`config.mk`:
```
export PLATFORM = sky130hd
export DESIGN_NAME = lane_draw_ctrl
export DESIGN_NICKNAME = d
export VERILOG_FILES = /design/src/rtl/lane_draw_pkg.sv /design/src/rtl/lane_draw_ctrl_square_raster.sv /design/src/rtl/lane_draw_ctrl.sv
export SDC_FILE = /design/constraint.sdc
export NUM_CORES = 1
export LEC_CHECK = 0
export CAP_MARGIN = 10
export CORE_MARGIN = 2
export CORE_UTILIZATION = 45
export DETAILED_ROUTE_END_ITERATION = 8
export GPL_TIMING_DRIVEN = 0
export MAX_ROUTING_LAYER = met4
export PLACE_DENSITY = 0.68
export SYNTH_ARGS = -nofsm -noshare
export SYNTH_HDL_FRONTEND = slang
export SYNTH_SLANG_ARGS = --single-unit
export TNS_END_PERCENT = 5
```
`constraint.sdc`:
```
create_clock -name clk -period 5.4 [get_ports clk]
set_input_delay 0.81 -clock clk [delete_from_list [all_inputs] [get_ports clk]]
set_output_delay 0.81 -clock clk [all_outputs]
set_load 0.03 [all_outputs]
```
`src/rtl/lane_draw_pkg.sv`:
```
// rtl/lane_draw_pkg.sv - shared types, colour constants and note colour mapping for the lane renderer
package lane_draw_pkg;

  typedef enum logic [1:0] {
    IDLE = 2'd0,
    LOAD = 2'd1,
    DRAW = 2'd2,
    DONE = 2'd3
  } state_e;

  localparam int SLOT_W = 4;

  localparam logic [2:0] BLACK  = 3'b000;
  localparam logic [2:0] RED    = 3'b100;
  localparam logic [2:0] YELLOW = 3'b110;
  localparam logic [2:0] GREEN  = 3'b010;
  localparam logic [2:0] BLUE   = 3'b001;

  // Empty slots are drawn black so that a note leaving a slot gets erased.
  function automatic logic [2:0] note_colour(input logic red, input logic yellow);
    logic [2:0] c;
    case ({red, yellow})
      2'b00:   c = BLACK;
      2'b10:   c = RED;
      2'b01:   c = YELLOW;
      2'b11:   c = GREEN;
      default: c = BLUE;
    endcase
    return c;
  endfunction

endpackage

```
`src/rtl/lane_draw_ctrl_square_raster.sv`:
```
// rtl/lane_draw_ctrl_square_raster.sv - pixel counter that walks one SQ_SIZE x SQ_SIZE square row by row
module square_raster
  import lane_draw_pkg::*;
#(
  parameter int SQ_SIZE = 4
) (
  input  logic                       clk,
  input  logic                       reset,
  input  logic                       clear_i,
  input  logic                       advance_i,
  output logic [$clog2(SQ_SIZE)-1:0] dx_o,
  output logic [$clog2(SQ_SIZE)-1:0] dy_o,
  output logic                       last_o
);

  localparam int LOG_SQ = $clog2(SQ_SIZE);
  localparam int PIX_W  = 2 * LOG_SQ;

  logic [PIX_W-1:0] pix_q, pix_d;

  // Next pixel index; the power-of-two square lets the counter wrap to 0 on its own.
  always_comb begin
    pix_d = pix_q;
    if (clear_i) begin
      pix_d = '0;
    end else if (advance_i) begin
      pix_d = pix_q + 1'b1;
    end
  end

  // Pixel counter register.
  always_ff @(posedge clk) begin
    if (reset) begin
      pix_q <= '0;
    end else begin
      pix_q <= pix_d;
    end
  end

  assign dx_o   = pix_q[LOG_SQ-1:0];
  assign dy_o   = pix_q[PIX_W-1:LOG_SQ];
  assign last_o = &pix_q;

endmodule

```
`src/rtl/lane_draw_ctrl.sv`:
```
// rtl/lane_draw_ctrl.sv - per-frame lane rasteriser driving the VGA pixel port; LANE_DRAW_OVERRUN_CNT_EN adds overrun_count
module lane_draw_ctrl
  import lane_draw_pkg::*;
#(
  parameter int NUM_SLOTS = 10,
  parameter int SQ_SIZE   = 4,
  parameter int X_ORIGIN  = 10,
  parameter int X_PITCH   = 10,
  parameter int Y_ROW     = 112
) (
  input  logic       clk,
  input  logic       reset,
  input  logic       frame_tick,
  input  logic [9:0] red_sequence,
  input  logic [9:0] yellow_sequence,
  output logic [7:0] vga_x,
  output logic [6:0] vga_y,
  output logic [2:0] vga_colour,
  output logic       vga_plot,
  output logic       busy,
  output logic       done
`ifdef LANE_DRAW_OVERRUN_CNT_EN
  ,
  output logic [7:0] overrun_count
`endif
);

  localparam int LOG_SQ = $clog2(SQ_SIZE);

  if (NUM_SLOTS < 1 || NUM_SLOTS > 10 || SQ_SIZE < 2 || SQ_SIZE > 8 ||
      (1 << LOG_SQ) != SQ_SIZE) begin : g_bad_geometry
    $error("lane_draw_ctrl: NUM_SLOTS or SQ_SIZE out of range");
  end
  if (X_ORIGIN + (NUM_SLOTS - 1) * X_PITCH + SQ_SIZE - 1 > 159 ||
      Y_ROW + SQ_SIZE - 1 > 119) begin : g_bad_extent
    $error("lane_draw_ctrl: lane does not fit on the 160x120 screen");
  end

  state_e state_q, state_d;

  logic [SLOT_W-1:0] slot_q;
  logic [9:0]        red_snap_q, yellow_snap_q;
  logic [7:0]        x_hold_q;
  logic [6:0]        y_hold_q;
  logic [2:0]        colour_hold_q;

  logic              load, plot, last_pix, last_slot;
  logic [LOG_SQ-1:0] dx, dy;
  logic [7:0]        x_live;
  logic [6:0]        y_live;
  logic [2:0]        colour_live;

  square_raster #(.SQ_SIZE(SQ_SIZE)) u_raster (
    .clk       (clk),
    .reset     (reset),
    .clear_i   (load),
    .advance_i (plot),
    .dx_o      (dx),
    .dy_o      (dy),
    .last_o    (last_pix)
  );

  assign last_slot = (slot_q == SLOT_W'(NUM_SLOTS - 1));

  // State register.
  always_ff @(posedge clk) begin
    if (reset) begin
      state_q <= IDLE;
    end else begin
      state_q <= state_d;
    end
  end

  // Next state; a tick is only honoured from IDLE so a pass is never restarted.
  always_comb begin
    state_d = state_q;
    case (state_q)
      IDLE:    if (frame_tick) state_d = LOAD;
      LOAD:    state_d = DRAW;
      DRAW:    if (last_pix && last_slot) state_d = DONE;
      DONE:    state_d = IDLE;
      default: state_d = IDLE;
    endcase
  end

  // Control outputs decoded from the registered state only.
  always_comb begin
    load = 1'b0;
    plot = 1'b0;
    busy = 1'b0;
    done = 1'b0;
    case (state_q)
      LOAD:    begin load = 1'b1; busy = 1'b1; end
      DRAW:    begin plot = 1'b1; busy = 1'b1; end
      DONE:    begin done = 1'b1; busy = 1'b1; end
      default: ;
    endcase
  end

  // Pixel address and colour for the current slot/pixel; screen bounds are checked above so the
  // narrow port widths never truncate a valid coordinate.
  assign x_live      = 8'(X_ORIGIN) + 8'(slot_q) * 8'(X_PITCH) + 8'(dx);
  assign y_live      = 7'(Y_ROW) + 7'(dy);
  assign colour_live = note_colour(red_snap_q[slot_q], yellow_snap_q[slot_q]);

  // Snapshot, slot counter and last-plotted pixel held for the idle port.
  always_ff @(posedge clk) begin
    if (reset) begin
      slot_q        <= '0;
      red_snap_q    <= '0;
      yellow_snap_q <= '0;
      x_hold_q      <= '0;
      y_hold_q      <= '0;
      colour_hold_q <= '0;
    end else begin
      if (load) begin
        slot_q        <= '0;
        red_snap_q    <= red_sequence;
        yellow_snap_q <= yellow_sequence;
      end
      if (plot) begin
        if (last_pix) slot_q <= slot_q + 1'b1;
        x_hold_q      <= x_live;
        y_hold_q      <= y_live;
        colour_hold_q <= colour_live;
      end
    end
  end

  assign vga_plot   = plot;
  assign vga_x      = plot ? x_live      : x_hold_q;
  assign vga_y      = plot ? y_live      : y_hold_q;
  assign vga_colour = plot ? colour_live : colour_hold_q;

`ifdef LANE_DRAW_OVERRUN_CNT_EN
  logic [7:0] overrun_q;

  // Counts ticks that arrive while a pass is in flight, saturating at 255.
  always_ff @(posedge clk) begin
    if (reset) begin
      overrun_q <= '0;
    end else if (frame_tick && state_q != IDLE && overrun_q != 8'hFF) begin
      overrun_q <= overrun_q + 1'b1;
    end
  end

  assign overrun_count = overrun_q;
`endif

endmodule

```
==> results.tsv, run 1 <==
metric	value	unit
run status	complete, no violations	
post-synthesis instance total	237	
Detailed Place HPWL	3.339	mm
sort of element at the end of the critical path	output pin	
wirelength, routed	4.538	mm
CTS max path bufs	2	
number of max-slew violations in the final report	0	
I/O pin total	44	
xor/xnor cell area share of the yosys netlist	3.407	%
power per cell area	429.8	mW/mm2
timing-limited maximum frequency	0.2514	GHz
LEAKAGE	1.114	nW
Residual DRC	0	
dpl cell area	0.002821	mm2
Rows	26	
diode count	0	
min cycle time layout	3.977	ns
simple-gate share of the synthesized area	16.87	%
area of the placeable core	0.005042	mm2
net count of the finished layout	326	
critical path, cell by cell	ha_1 -> ha_1 -> fa_1 -> nor3b_1 -> xnor2_1 -> a21oi_1 -> a21oi_1 -> clkdlybuf4s50_1	
syn nets	277	
area share of fa/ha/maj cells after synthesis	9.519	%
sort of element at the start of the critical path	flip-flop	
RePlAce Congestion	0.8003	
distinct cell type count of the synthesized netlist	34	
flip-flop and latch count after synthesis	48	
post-synthesis instance area	0.002313	mm2
worst clock skew	0.003778	ns
final design area excluding fillers	0.002912	mm2
Overall Power	1.251	mW
area overhead of the layout relative to synthesis	25.85	%
final setup violating endpoints	0	
most frequent standard cell in the layout excluding fill and tap cells	dfxtp_1	
arrival time worst endpoint	3.17	ns
FF+latch area	960.9	um2
commonest non-fill, non-tap cells in the layout	48 x dfxtp_1, 42 x clkdlybuf4s50_1, 32 x nor2_1, 29 x mux2i_1, 21 x nor2b_1	
CP Data Required Time	4.59	ns
max capacitance violation total	0	
number of antenna violations at the first check in global routing	0	
TritonCTS clock tree	built	
number of hold violations in the final report	0	
Worst-Margin Slew	0.7012	ns
number of H-tree branching levels	2	
maximum net fanout on the critical path	4	
post-synthesis compound-gate area fraction	6.382	%
via count of the first global-routing pass	1608	
worst setup path class	flip-flop to output pin	
setup TNS	0	ns
Avg Synthesized Cell Area	9.761	um2
global router's overall resource usage	17.99	%
quantity of I/O buffers inserted on ports	42	
sinks on the clock net	48	
Post CTS Setup Buffer Count	0	
antenna violation net count after detailed routing	0	
number of cells upsized or downsized after cts	0	
slowest stage delay, CP	0.69	ns
share of layout cells above drive strength 1	7.317	%
later-pin clock latency in the skew report	0.30	ns
number of iterations in the first detailed-routing pass	4	
slowest stage cell on the critical path	clkdlybuf4s50_1	
wire length of the first global-routing pass	7.527	mm
chip width	75.70	um
number of hold-repair buffers added at the cts stage	0	
main flop type after synthesis	dfxtp_1	
total number of vias	1743	
detailed router's first-iteration violation count	92	
Warnings, synthesis	0	
share of flip-flops with an asynchronous set or reset	0	%
final worst-path cycle share	73.66	%
worst hold-check path type	flip-flop to flip-flop	
multiplexer fraction of the synthesized cell area	17.90	%
CTS Root Buffer Type	clkbuf_8	
per-cell routed wire length	12.71	um
RSZ-0062 raised after global routing	no	
number of filler instances in the final layout	468	
combinational family with the most area after synthesis	multiplexers	
register area share after synthesis	41.54	%
initial standard-cell utilization of the core	45.88	%
grt ovf	0	
die area	0.005730	mm2
Slew headroom	53.25	%
maximum ir drop on the vdd rail	0.2311	mV
Worst-path clk slew	0.08	ns
largest net degree at the start of global routing	14	
number of flops mapped to enable cells by yosys	0	
Multi-input gate area	0.001251	mm2
vias per cell	4.882	
CTS Buf Count	5	
final core area utilization	57.74	%
die boundary height	75.70	um
cells in the mapped netlist (3+ instances only):
| master | count | area [um2] |
|---|---|---|
| clkbuf_1 | 9 | 33.78 |
| nor3_1 | 4 | 20.02 |
| buf_1 | 5 | 18.77 |
| a21oi_1 | 12 | 60.06 |
| dfxtp_1 | 48 | 960.9 |
| mux2_2 | 7 | 78.83 |
| or2_2 | 3 | 18.77 |
| nor2b_1 | 21 | 131.4 |
| nor2_1 | 32 | 120.1 |
| a31oi_1 | 3 | 18.77 |
| xnor2_1 | 7 | 61.31 |
| mux2i_1 | 29 | 290.3 |
| inv_1 | 11 | 41.29 |
| o21ai_0 | 4 | 20.02 |
| ha_1 | 16 | 200.2 |
area by class of cell:
class                   count  share of cell area [%]
plain buffers              15                   2.063
clock buffers               8                   3.094
inverters                  11                   1.418
multi-input cells         163                   42.97
flip-flops and latches     48                   33.00
well taps                  70                   3.008
repair buffers             42                   14.44
critical path, delay by kind of cell (launching register included):
family,cells,cell delay (ns)
fa+ha+maj,3,1.04
simple gates,1,0.26
xor+xnor,1,0.16
flops,1,0.42
compound gates,2,0.30
buf+inv,1,0.69
flip-flops by register name (all words and copies together), names as in the netlist:
name / cells
x_hold_q: 8
state_q: 2
colour_hold_q: 3
u_raster.pix_q: 4
yellow_snap_q: 10
y_hold_q: 7
slot_q: 4
red_snap_q: 10
layer usage:
metal  share of wire, %  GRT usage, %  routed length, um
met5                  0             -                  0
met4                1.5         5.848                 68
met3                3.3         3.571                148
met2                 47         27.34               2115
met1                 49         24.10               2204
path summary, 6_finish.rpt:
| path | end | slack, ns | startpoint | depth (start not counted) |
|---|---|---|---|---|
| max | vga_x[7] | 1.42 | slot_q[1]$_SDFF_PP0_ | 8 |
| min | red_snap_q[6]$_SDFFE_PP0P_ | 0.49 | red_snap_q[6]$_SDFFE_PP0P_ | 2 |
| max reg2reg | x_hold_q[7]$_SDFF_PP0_ | 3.07 | slot_q[1]$_SDFF_PP0_ | 7 |
| min reg2reg | red_snap_q[6]$_SDFFE_PP0P_ | 0.49 | red_snap_q[6]$_SDFFE_PP0P_ | 2 |
through the flow:
stage,instances,setup WS (ns),hold slack [ns]
6_report,357,1.423,0.4945
5_1_grt,357,1.245,0.5233
4_1_cts,357,1.405,0.5008
3_5_place_dp,349,1.734,0.4808
3_3_place_gp,349,1.783,0.4692
2_1_floorplan,237,2.259,0.4546
kinds of logic (layout without fill, tap and decap cells):
family	count (synthesis)	in the layout
AOI/OAI and AO/OA	24	24
xor gates and xnor gates	9	9
adders and majority gates	17	17
buffers and inverters	26	76
DFF	48	48
muxes	38	38
and+or+nand+nor	75	75
where the power goes:
part / switching [mW] / internal [mW]
logic: 0.318 / 0.258
registers: 0.0323 / 0.423
clock network: 0.115 / 0.105
total: 0.466 / 0.786
Note: power is estimated with default switching activity, not from simulation.
==> inputs of run 2 (changes only) <==
--- a/config.mk
+++ b/config.mk
@@ -11,7 +11,7 @@
 export DETAILED_ROUTE_END_ITERATION = 8
 export GPL_TIMING_DRIVEN = 0
 export MAX_ROUTING_LAYER = met4
-export PLACE_DENSITY = 0.68
+export PLACE_DENSITY = 0.7
 export SYNTH_ARGS = -nofsm -noshare
 export SYNTH_HDL_FRONTEND = slang
 export SYNTH_SLANG_ARGS = --single-unit
==> constraint.sdc (replaced) <==
create_clock -name clk -period 3.4 [get_ports clk]
set_input_delay 0.51 -clock clk [delete_from_list [all_inputs] [get_ports clk]]
set_output_delay 0.51 -clock clk [all_outputs]
set_load 0.03 [all_outputs]
==> results.tsv, run 2 (same netlist as run 1, synthesis figures left out) <==
metric	value	unit
biggest registers after layout	red_snap_q: 10 flops, yellow_snap_q: 10 flops, x_hold_q: 8 flops	
reg2reg start	slot_q[1]$_SDFF_PP0_	
number of filler instances in the final layout	469	
sort of element at the start of the critical path	flip-flop	
Multi-input gate area	0.001256	mm2
number of buffer and inverter instances along the worst setup path	2	
worst r2r path cells	7	
chip width	75.70	um
detailed router's first-iteration violation count	75	
diode count	0	
Post CTS Setup Buffer Count	0	
slowest stage cell on the critical path	clkdlybuf4s50_1	
grt ovf	0	
timing-limited maximum frequency	0.3065	GHz
power per cell area	670.6	mW/mm2
CP Data Required Time	2.89	ns
hold path depth	2	
number of antenna violations at the first check in global routing	0	
RSZ-0062 raised after global routing	no	
endpoint of the worst hold path	red_snap_q[8]$_SDFFE_PP0P_	
most frequent standard cell in the layout excluding fill and tap cells	dfxtp_1	
Slew headroom	52.37	%
Rows	26	
final core area utilization	57.72	%
I/O pin total	44	
Worst path top cell family by delay	buffers and inverters	
sort of element at the end of the critical path	output pin	
max capacitance violation total	0	
run status	complete, no violations	
global router's overall resource usage	17.54	%
per-cell routed wire length	12.55	um
Critical Path Start	slot_q[1]$_SDFF_PP0_	
wire length of the first global-routing pass	7.383	mm
register-to-register path setup slack	1.16	ns
maximum net fanout on the critical path	10	
antenna violation net count after detailed routing	0	
worst clock skew	0.009991	ns
TritonCTS clock tree	built	
CTS Root Buffer Type	clkbuf_8	
via count of the first global-routing pass	1612	
min cycle time layout	3.263	ns
final worst-path cycle share	95.97	%
vias per cell	4.882	
commonest non-fill, non-tap cells in the layout	47 x dfxtp_1, 39 x clkdlybuf4s50_1, 32 x nor2_1, 29 x mux2i_1, 21 x nor2b_1	
area of the placeable core	0.005042	mm2
final setup violating endpoints	0	
number of hold violations in the final report	0	
RePlAce Congestion	0.7363	
area overhead of the layout relative to synthesis	25.80	%
die area	0.005730	mm2
number of H-tree branching levels	2	
quantity of I/O buffers inserted on ports	42	
die boundary height	75.70	um
share of layout cells above drive strength 1	9.091	%
LEAKAGE	1.142	nW
CTS Buf Count	5	
Detailed Place HPWL	3.334	mm
hold wc startpoint	red_snap_q[8]$_SDFFE_PP0P_	
Reg2Reg Capture Point	x_hold_q[7]$_SDFF_PP0_	
later-pin clock latency in the skew report	0.30	ns
worst setup path class	flip-flop to output pin	
wirelength, routed	4.468	mm
initial standard-cell utilization of the core	45.88	%
number of max-slew violations in the final report	0	
total number of vias	1738	
number of iterations in the first detailed-routing pass	4	
Residual DRC	0	
net count of the finished layout	326	
worst hold-check path type	flip-flop to flip-flop	
Worst-path clk slew	0.09	ns
FF+latch area	962.2	um2
Worst-Margin Slew	0.7144	ns
setup TNS	0	ns
maximum ir drop on the vdd rail	0.4533	mV
Overall Power	1.952	mW
arrival time worst endpoint	2.75	ns
critical path, cell by cell	clkbuf_2 -> mux4_2 -> or2_0 -> a31oi_2 -> xnor2_1 -> a21oi_1 -> clkdlybuf4s50_1	
CTS max path bufs	2	
sinks on the clock net	48	
slowest stage delay, CP	0.68	ns
largest net degree at the start of global routing	14	
[run 2: area by class of cell]
class	count	area share [%]
multi-input combinational	163	43.16
sequential	48	33.06
tap	70	3.009
clock buffer	6	2.494
inverter	11	1.419
clock inverter	1	0.1720
timing repair buffer	42	14.53
buffer	15	2.150
[run 2: worst max path at each step]
| stage | to | slack (ns) | depth (start not counted) |
|---|---|---|---|
| after floorplan | vga_x[7] | 0.56 | 7 |
| after global placement | vga_x[7] | 0.12 | 8 |
| after detailed placement | vga_x[7] | 0.02 | 8 |
| after CTS | vga_x[7] | 0.04 | 8 |
| after global routing | vga_x[4] | 0.02 | 6 |
| final | vga_colour[2] | 0.14 | 7 |
[run 2: tightest hold or removal path, delay by kind of cell (launching register included)]
kind | cells | cell delay (ns)
flops | 1 | 0.33
mux | 1 | 0.06
simple gates | 1 | 0.07
[run 2: layer usage]
metal	vias to the layer above	GRT usage [%]	share of wire [%]
met5	-	-	0
met4	0	7.602	2.2
met3	9	2.778	1.9
met2	22	28.02	47
met1	810	21.99	49
li1	897	-	-
[run 2: power by group]
part / switching (mW) / leakage [nW] / total, mW / internal [mW]
Combinational: 0.505 / 0.710 / 0.914 / 0.409
Clock: 0.175 / 0.0410 / 0.315 / 0.140
Sequential: 0.0506 / 0.391 / 0.723 / 0.672
[run 2: timing repair]
| item | CTS | global route |
|---|---|---|
| endpoints found under the setup margin | 3 | 2 |
| hold endpoints to repair | 0 | 0 |
| hold buffers | 0 | 0 |
| resized for setup | 7 | 2 |
[run 2: per-stage QoR]
| stage | area, um2 | setup WS, ns | hold slack [ns] | std cells |
|---|---|---|---|---|
| finish | 2910 | 0.1370 | 0.4980 | 356 |
| global route | 2910 | 0.01996 | 0.5236 | 356 |
| CTS | 2903 | 0.04211 | 0.5018 | 356 |
| detailed placement | 2821 | 0.02136 | 0.4802 | 349 |
| global placement | 2821 | 0.1190 | 0.4690 | 349 |
| floorplan | 2313 | 0.5593 | 0.4546 | 237 |
==> inputs of run 3 (changes only) <==
--- a/config.mk
+++ b/config.mk
@@ -11,7 +11,8 @@
 export DETAILED_ROUTE_END_ITERATION = 8
 export GPL_TIMING_DRIVEN = 0
 export MAX_ROUTING_LAYER = met4
-export PLACE_DENSITY = 0.7
+export PLACE_DENSITY = 0.68
+export REMOVE_ABC_BUFFERS = 1
 export SYNTH_ARGS = -nofsm -noshare
 export SYNTH_HDL_FRONTEND = slang
 export SYNTH_SLANG_ARGS = --single-unit
==> constraint.sdc (replaced) <==
create_clock -name clk -period 4.21 [get_ports clk]
set_input_delay 0.6315 -clock clk [delete_from_list [all_inputs] [get_ports clk]]
set_output_delay 0.6315 -clock clk [all_outputs]
set_load 0.03 [all_outputs]
==> results.tsv, run 3 (same netlist as run 1, synthesis figures left out) <==
metric	value	unit
LEAKAGE	1.119	nW
quantity of I/O buffers inserted on ports	43	
worst hold-check path type	flip-flop to flip-flop	
most frequent standard cell in the layout excluding fill and tap cells	dfxtp_1	
Worst-path clk slew	0.08	ns
worst setup path class	flip-flop to output pin	
number of filler instances in the final layout	473	
wire length of the first global-routing pass	6.989	mm
min cycle time layout	3.908	ns
RePlAce Congestion	0.6997	
power per cell area	560.4	mW/mm2
Detailed Place HPWL	2.811	mm
register-to-register path setup slack	1.75	ns
area of the placeable core	0.005042	mm2
maximum ir drop on the vdd rail	0.3191	mV
share of layout cells above drive strength 1	9.455	%
number of max-slew violations in the final report	0	
via count of the first global-routing pass	1545	
hold wc startpoint	red_snap_q[5]$_SDFFE_PP0P_	
hold path depth	2	
net count of the finished layout	314	
I/O pin total	44	
Multi-input gate area	0.001251	mm2
die boundary height	75.70	um
endpoint of the worst hold path	red_snap_q[5]$_SDFFE_PP0P_	
FF+latch area	963.4	um2
wirelength, routed	4.168	mm
Overall Power	1.634	mW
chip width	75.70	um
timing-limited maximum frequency	0.2559	GHz
CTS Buf Count	5	
max capacitance violation total	0	
CTS Root Buffer Type	clkbuf_8	
Internal Power	1.040	mW
worst r2r path cells	7	
final worst-path cycle share	92.82	%
sort of element at the end of the critical path	output pin	
initial standard-cell utilization of the core	45.88	%
number of antenna violations at the first check in global routing	0	
RSZ-0062 raised after global routing	no	
number of H-tree branching levels	2	
grt ovf	0	
antenna violation net count after detailed routing	0	
biggest registers after layout	red_snap_q: 10 flops, yellow_snap_q: 10 flops, x_hold_q: 8 flops	
later-pin clock latency in the skew report	0.30	ns
global router's overall resource usage	16.70	%
net switching power of the design	594.1	uW
Clock power frac	17.3	%
Reg2Reg Capture Point	x_hold_q[7]$_SDFF_PP0_	
worst clock skew	0.003247	ns
number of iterations in the first detailed-routing pass	5	
reg2reg start	slot_q[3]$_SDFF_PP0_	
run status	complete, no violations	
largest net degree at the start of global routing	49	
arrival time worst endpoint	3.28	ns
area overhead of the layout relative to synthesis	26.01	%
Residual DRC	0	
commonest non-fill, non-tap cells in the layout	46 x dfxtp_1, 42 x clkdlybuf4s50_1, 32 x nor2_1, 29 x mux2i_1, 21 x nor2b_1	
detailed router's first-iteration violation count	62	
Rows	26	
CTS max path bufs	2	
per-cell routed wire length	12.08	um
CP Data Required Time	3.58	ns
number of hold violations in the final report	0	
total number of vias	1687	
sinks on the clock net	48	
switch share	36.36	%
Worst-Margin Slew	0.8792	ns
sort of element at the start of the critical path	flip-flop	
vias per cell	4.890	
diode count	0	
Reg power frac	35.7	%
final setup violating endpoints	0	
combinational share of power	47.0	%
Slew headroom	41.39	%
maximum net fanout on the critical path	11	
die area	0.005730	mm2
TritonCTS clock tree	built	
setup TNS	0	ns
==> run 3: final cells by class <==
class,instances,area share (%)
Clock buffer,7,2.961
Clock inverter,1,0.2575
Inverter,11,1.416
Multi-Input combinational cell,163,42.92
Sequential cell,48,33.05
Tap cell,70,3.004
Timing Repair Buffer,45,16.39
==> run 3: power groups by stage <==
stage / Sequential (mW) / Clock [mW] / Combinational, mW
detailed placement: 0.594 / 0 / 0.760
finish: 0.583 / 0.282 / 0.769
global route: 0.595 / 0.310 / 0.843
global placement: 0.591 / 0 / 0.727
CTS: 0.584 / 0.294 / 0.762
floorplan: 0.582 / 0 / 0.503
==> run 3: critical path, stage by stage, from the launching register on <==
cell and delay, ns:
dfxtp_1 0.55, ha_1 0.31, ha_1 0.23, fa_1 0.56
nor3b_1 0.25, xnor2_1 0.14, a21oi_1 0.09, a21oi_1 0.17
clkdlybuf4s50_1 0.68
==> run 3: worst max-delay path by stage <==
stage	start	slack, ns	cells after the start	endpoint
6_report	slot_q[3]$_SDFF_PP0_	0.30	8	vga_x[7]
5_1_grt	slot_q[3]$_SDFF_PP0_	0.07	8	vga_x[7]
4_1_cts	slot_q[1]$_SDFF_PP0_	0.14	8	vga_x[7]
3_5_place_dp	slot_q[1]$_SDFF_PP0_	0.48	8	vga_x[7]
3_3_place_gp	slot_q[1]$_SDFF_PP0_	0.52	8	vga_x[7]
2_1_floorplan	slot_q[1]$_SDFF_PP0_	1.06	7	vga_x[7]
==> run 3: per-stage QoR <==
step                std cells  util, %  setup WS, ns  hold WS (ns)  cell area [um2]
floorplan                 222        -         1.060        0.4546             2253
finish                    345    57.82        0.3022        0.4976             2915
global placement          335    54.96        0.5170        0.4683             2771
global route              345    57.82       0.07406        0.5326             2915
detailed placement        336    55.41        0.4821        0.4820             2794
CTS                       344    57.27        0.1375        0.5030             2888
==> run 3: what timing repair did <==
action / 4_1_cts / 5_1_grt
resized for setup: 0 / 2
setup endpoints to repair: 0 / 1
hold buffers: 0 / 0
setup buffers: 0 / 0
==> run 3: metal layers <==
layer	vias to the layer above	routed length, um	GRT usage, %
li1	879	-	-
met1	777	2041	20.87
met2	27	1907	25.89
met3	4	152	3.968
met4	0	65	7.018
met5	-	0	-
